**src/rtl/stopwatch_pkg.sv**
```systemverilog
// Shared types and constants for the stopwatch serial reporting path.
// Holds the transmit FSM state encoding and the ASCII framing bytes.
package stopwatch_pkg;

  typedef enum logic [2:0] {
    IDLE  = 3'd0,
    WAIT  = 3'd1,
    PULSE = 3'd2,
    GAP   = 3'd3,
    FIN   = 3'd4
  } txstate_t;

  localparam logic [7:0] ASCII_ZERO = 8'h30;
  localparam logic [7:0] ASCII_CR   = 8'h0D;
  localparam logic [7:0] ASCII_LF   = 8'h0A;

  // Byte at position idx of a frame: tens digit, ones digit, CR, LF.
  function automatic logic [7:0] frame_byte(input logic [1:0] idx,
                                            input logic [1:0] tens,
                                            input logic [3:0] ones);
    case (idx)
      2'd0:    return ASCII_ZERO + {6'd0, tens};
      2'd1:    return ASCII_ZERO + {4'd0, ones};
      2'd2:    return ASCII_CR;
      default: return ASCII_LF;
    endcase
  endfunction

endpackage

```
**src/rtl/bin2dec.sv**
```systemverilog
// Combinational split of a 0..31 count into decimal tens (0..3) and ones (0..9).
module bin2dec (
  input  logic [4:0] bin,
  output logic [1:0] tens,
  output logic [3:0] ones
);

  always_comb begin
    tens = 2'd0;
    ones = bin[3:0];
    if (bin >= 5'd30) begin
      tens = 2'd3;
      ones = 4'(bin - 5'd30);
    end else if (bin >= 5'd20) begin
      tens = 2'd2;
      ones = 4'(bin - 5'd20);
    end else if (bin >= 5'd10) begin
      tens = 2'd1;
      ones = 4'(bin - 5'd10);
    end
  end

endmodule

```
**src/rtl/count_uart_tx.sv**
```systemverilog
// Sends a 0..31 count to a byte-wide UART as two ASCII digits plus CR[/LF].
// Every output is a register loaded from the next-state values.
module count_uart_tx
  import stopwatch_pkg::*;
#(
  parameter int TERM_LF = 1
) (
  input  logic       clk,
  input  logic       nrst,
  input  logic       send,
  input  logic [4:0] value,
  input  logic       txready,
  output logic [7:0] txdata,
  output logic       txclk,
  output logic       busy,
  output logic       done,
  output txstate_t   state
);

  localparam logic [1:0] LAST_IDX = (TERM_LF != 0) ? 2'd3 : 2'd2;

  txstate_t   state_d;
  logic [1:0] idx, idx_d;
  logic [4:0] value_q, value_d;
  logic [1:0] tens;
  logic [3:0] ones;

  // Decode the latch's D side so the first byte is ready in the first WAIT cycle.
  bin2dec u_bin2dec (
    .bin  (value_d),
    .tens (tens),
    .ones (ones)
  );

  always_comb begin
    state_d = state;
    idx_d   = idx;
    value_d = value_q;
    case (state)
      IDLE: begin
        if (send) begin
          state_d = WAIT;
          idx_d   = 2'd0;
          value_d = value;
        end
      end
      WAIT:    if (txready) state_d = PULSE;
      PULSE:   state_d = (idx == LAST_IDX) ? FIN : GAP;
      GAP: begin
        state_d = WAIT;
        idx_d   = idx + 2'd1;
      end
      FIN:     state_d = IDLE;
      default: state_d = IDLE;
    endcase
  end

  always_ff @(posedge clk) begin
    if (!nrst) begin
      state   <= IDLE;
      idx     <= 2'd0;
      value_q <= 5'd0;
      txdata  <= 8'h00;
      txclk   <= 1'b0;
      busy    <= 1'b0;
      done    <= 1'b0;
    end else begin
      state   <= state_d;
      idx     <= idx_d;
      value_q <= value_d;
      txdata  <= (state_d == IDLE) ? 8'h00 : frame_byte(idx_d, tens, ones);
      txclk   <= (state_d == PULSE);
      busy    <= (state_d != IDLE);
      done    <= (state_d == FIN);
    end
  end

endmodule

```
**config.mk**
```make
export PLATFORM = sky130hd
export DESIGN_NAME = count_uart_tx
export DESIGN_NICKNAME = d
export VERILOG_FILES = /design/src/rtl/stopwatch_pkg.sv /design/src/rtl/bin2dec.sv /design/src/rtl/count_uart_tx.sv
export SDC_FILE = /design/constraint.sdc
export NUM_CORES = 1
export LEC_CHECK = 0
export CAP_MARGIN = 20
export CORE_ASPECT_RATIO = 0.7
export CORE_MARGIN = 2
export CORE_UTILIZATION = 25
export CTS_CLUSTER_SIZE = 12
export DETAILED_ROUTE_END_ITERATION = 8
export PLACE_DENSITY_LB_ADDON = 0.08
export REMOVE_ABC_BUFFERS = 1
export SYNTH_ARGS = -nofsm -noshare
export SYNTH_HDL_FRONTEND = slang
export SYNTH_HIERARCHICAL = 1
export SYNTH_SLANG_ARGS = --single-unit
```
**constraint.sdc**
```tcl
create_clock -name clk -period 4.6 [get_ports clk]
set_clock_uncertainty 0.15 [all_clocks]
set_input_delay 0.69 -clock clk [delete_from_list [all_inputs] [get_ports clk]]
set_output_delay 0.69 -clock clk [all_outputs]
set_load 0.01 [all_outputs]
```
==> metrics.csv <==
metric,value,unit
final_nets,146,
netlist_area,1040,sq um
area_growth,25.5,%
critPathArrivalTime,3210,ps
power.total,389,uW
crit_path_start_kind,primary input,
drc_errors,0,
worst_slack,1340,ps
final-hold-violation-count,0,
ant_nets,0,
power.density,299,nW/um^2
first_global_vias,729,
num_vias,782,
cp_max_fo,9,
grt_start_max_net_pins,13,
outcome,"finished, final reports clean",
io_buffers,20,
hold_slack,501,ps
clock_power_share,0.327,
worst_slew_pin_slew,807,ps
clockBufferDepth,2,
cts_tree,built,
clock_latency,250,ps
p_switching,102,uW
post-place-ws,1070,ps
die_w,80.9,um
fill_cells,429,
wire_per_inst,11.2,um
num_antenna_cells,0,
yosysSeqAreaShare,0.348,
gp_congestion,0.744,
totalWireLength,2030,um
crit_required,4550,ps
first_iter_violations,26,
min_period_over_period,0.708,
drv_cap,0,
synth_largest_area_cell,dfxtp_1,
rows,19,
synth_top_area_frac,0.348,
cts_resized,0,
critPathKind,primary input to flip-flop,
pin_count,23,
vdd_drop_max,0.149,mV
numCtsBuffers,3,
yosys_warnings,6,
critPathCaptureType,flip-flop,
syn_inst,112,
setup_violations,0,
h-tree-depth,1,
hpwlAfterDp,1560,um
clk_pin_slew,70,ps
grt_first_pass_wirelength,3350,um
tns,0,ps
postCtsSetupRepairBufs,0,
dieArea,4680,sq um
clock_sinks,18,
vias_per_cell,4.30,
ys_ff_latch,18,
die_y,57.9,um
core_area,3950,sq um
drtPass1Iterations,4,
maxSlewViolCount,0,
ys_top_cells_by_area,"dfxtp_1, ha_1, nand2_1",
drive_gt1_frac,0.146,
start_util,0.263,
fin_crit,3260,ps
relSlewSlack,0.457,
ctsHoldBuffers,0,
sw_frac_of_total,0.262,
grtUsageTotal,0.0946,
grt_overflow,0,
seqPwrFrac,0.436,
p_leak,0.542,nW
avgSynthCellArea,9.25,sq um
max_freq,307,MHz
worstHoldPathType,flip-flop to flip-flop,
rsz0062_at_grt,false,
internal_power,287,uW
power_frac_comb,0.237,
root_buffer,clkbuf_8,
antenna_found_initial,0,
yosysUniqueCellTypes,40,
cells in the mapped netlist (all sizes together):
master / count
nand3b: 2
o31a: 1
a21oi: 7
dfxtp: 18
nor3: 1
a32o: 1
nor2: 2
o21ai: 1
xor2: 1
o31ai: 2
ha: 6
nand2b: 3
mux2i: 3
nor3b: 2
nor2b: 3
conb: 1
xnor2: 1
a21boi: 1
buf: 7
and2: 8
and3b: 3
or4b: 1
or2: 2
or3b: 1
clkbuf: 1
nor4b: 1
or2b: 1
o21a: 1
o221a: 2
o21bai: 1
and4b: 2
nand2: 18
inv: 5
a2bb2oi: 1
mux2: 1
area by class of cell:
type	count	area, sq um	area share
timing repair buffer	21	208	0.160
inverter	5	18.8	0.0144
sequential	18	360	0.277
tap	52	65.1	0.0500
clock buffer	4	55.1	0.0423
multi-input combinational	82	593	0.456
registers in the layout (all words and copies together) (netlist names):
register and count:
busy 1, done 1, idx 2, state 3, txclk 1, txdata 5, value_q 5
power groups by stage:
stage | clock [mW] | combinational, mW | sequential, mW
floorplan | 0 | 0.0564 | 0.175
global placement | 0 | 0.0948 | 0.173
detailed placement | 0 | 0.0923 | 0.173
CTS | 0.132 | 0.0929 | 0.170
global route | 0.141 | 0.103 | 0.171
finish | 0.127 | 0.0921 | 0.170
logic make-up (layout without fill, tap and decap cells):
| kind of cell | after synthesis | count (layout) | share of synthesized area |
|---|---|---|---|
| flops | 18 | 18 | 0.348 |
| fa+ha+maj | 6 | 6 | 0.0725 |
| buf+inv | 13 | 30 | 0.0833 |
| compound gates | 18 | 18 | 0.145 |
| simple gates | 50 | 50 | 0.291 |
| other cells | 1 | 2 | 0.00362 |
| xor+xnor | 2 | 2 | 0.0169 |
| mux | 4 | 4 | 0.0399 |
metrics by stage:
step / util / instances / instance area [sq um]
2_1_floorplan: - / 105 / 972
3_3_place_gp: 0.315 / 178 / 1240
3_5_place_dp: 0.315 / 178 / 1240
4_1_cts: 0.329 / 182 / 1300
5_1_grt: 0.329 / 182 / 1300
6_report: 0.329 / 182 / 1300
worst max-delay path, cell delays in order:
cell,delay (ps)
clkdlybuf4s50_1,490
or4b_4,530
nand2_1,100
nand2_1,210
ha_1,260
and3b_1,200
a21oi_2,190
mux2i_1,90
mux2_2,280
nand3b_1,80
a21oi_1,70
placed cells by master, fill, tap and decap left out, drive strengths merged, types with 2 or more instances in the layout:
cell,synthesis,final
clkbuf,1,4
nor3b,2,2
conb,1,2
o221a,2,2
nor2b,3,3
and2,8,8
and3b,3,3
clkdlybuf4s50,0,20
inv,5,5
nand2,18,18
nand3b,2,2
ha,6,6
o31ai,2,2
nand2b,3,3
and4b,2,2
a21oi,7,7
dfxtp,18,18
nor2,2,2
or2,2,2
mux2i,3,3
final timing paths:
kind / start / to / slack (ps) / cells after the start
max reg2reg: state[0] / txdata[2] / 1800 / 10
min reg2reg: value_q[1] / value_q[1] / 500 / 3
max: send / txdata[2] / 1340 / 11
min: value_q[1] / value_q[1] / 500 / 3
routing by layer:
layer / global-route usage / vias to the layer above / share of wire
li1: - / 414 / -
met2: 0.145 / 27 / 0.41
met4: 0.0218 / 0 / 0.0044
met3: 0.0374 / 2 / 0.070
met5: 0 / - / 0
met1: 0.126 / 339 / 0.52
No activity file was read; power rests on OpenSTA's default activity.
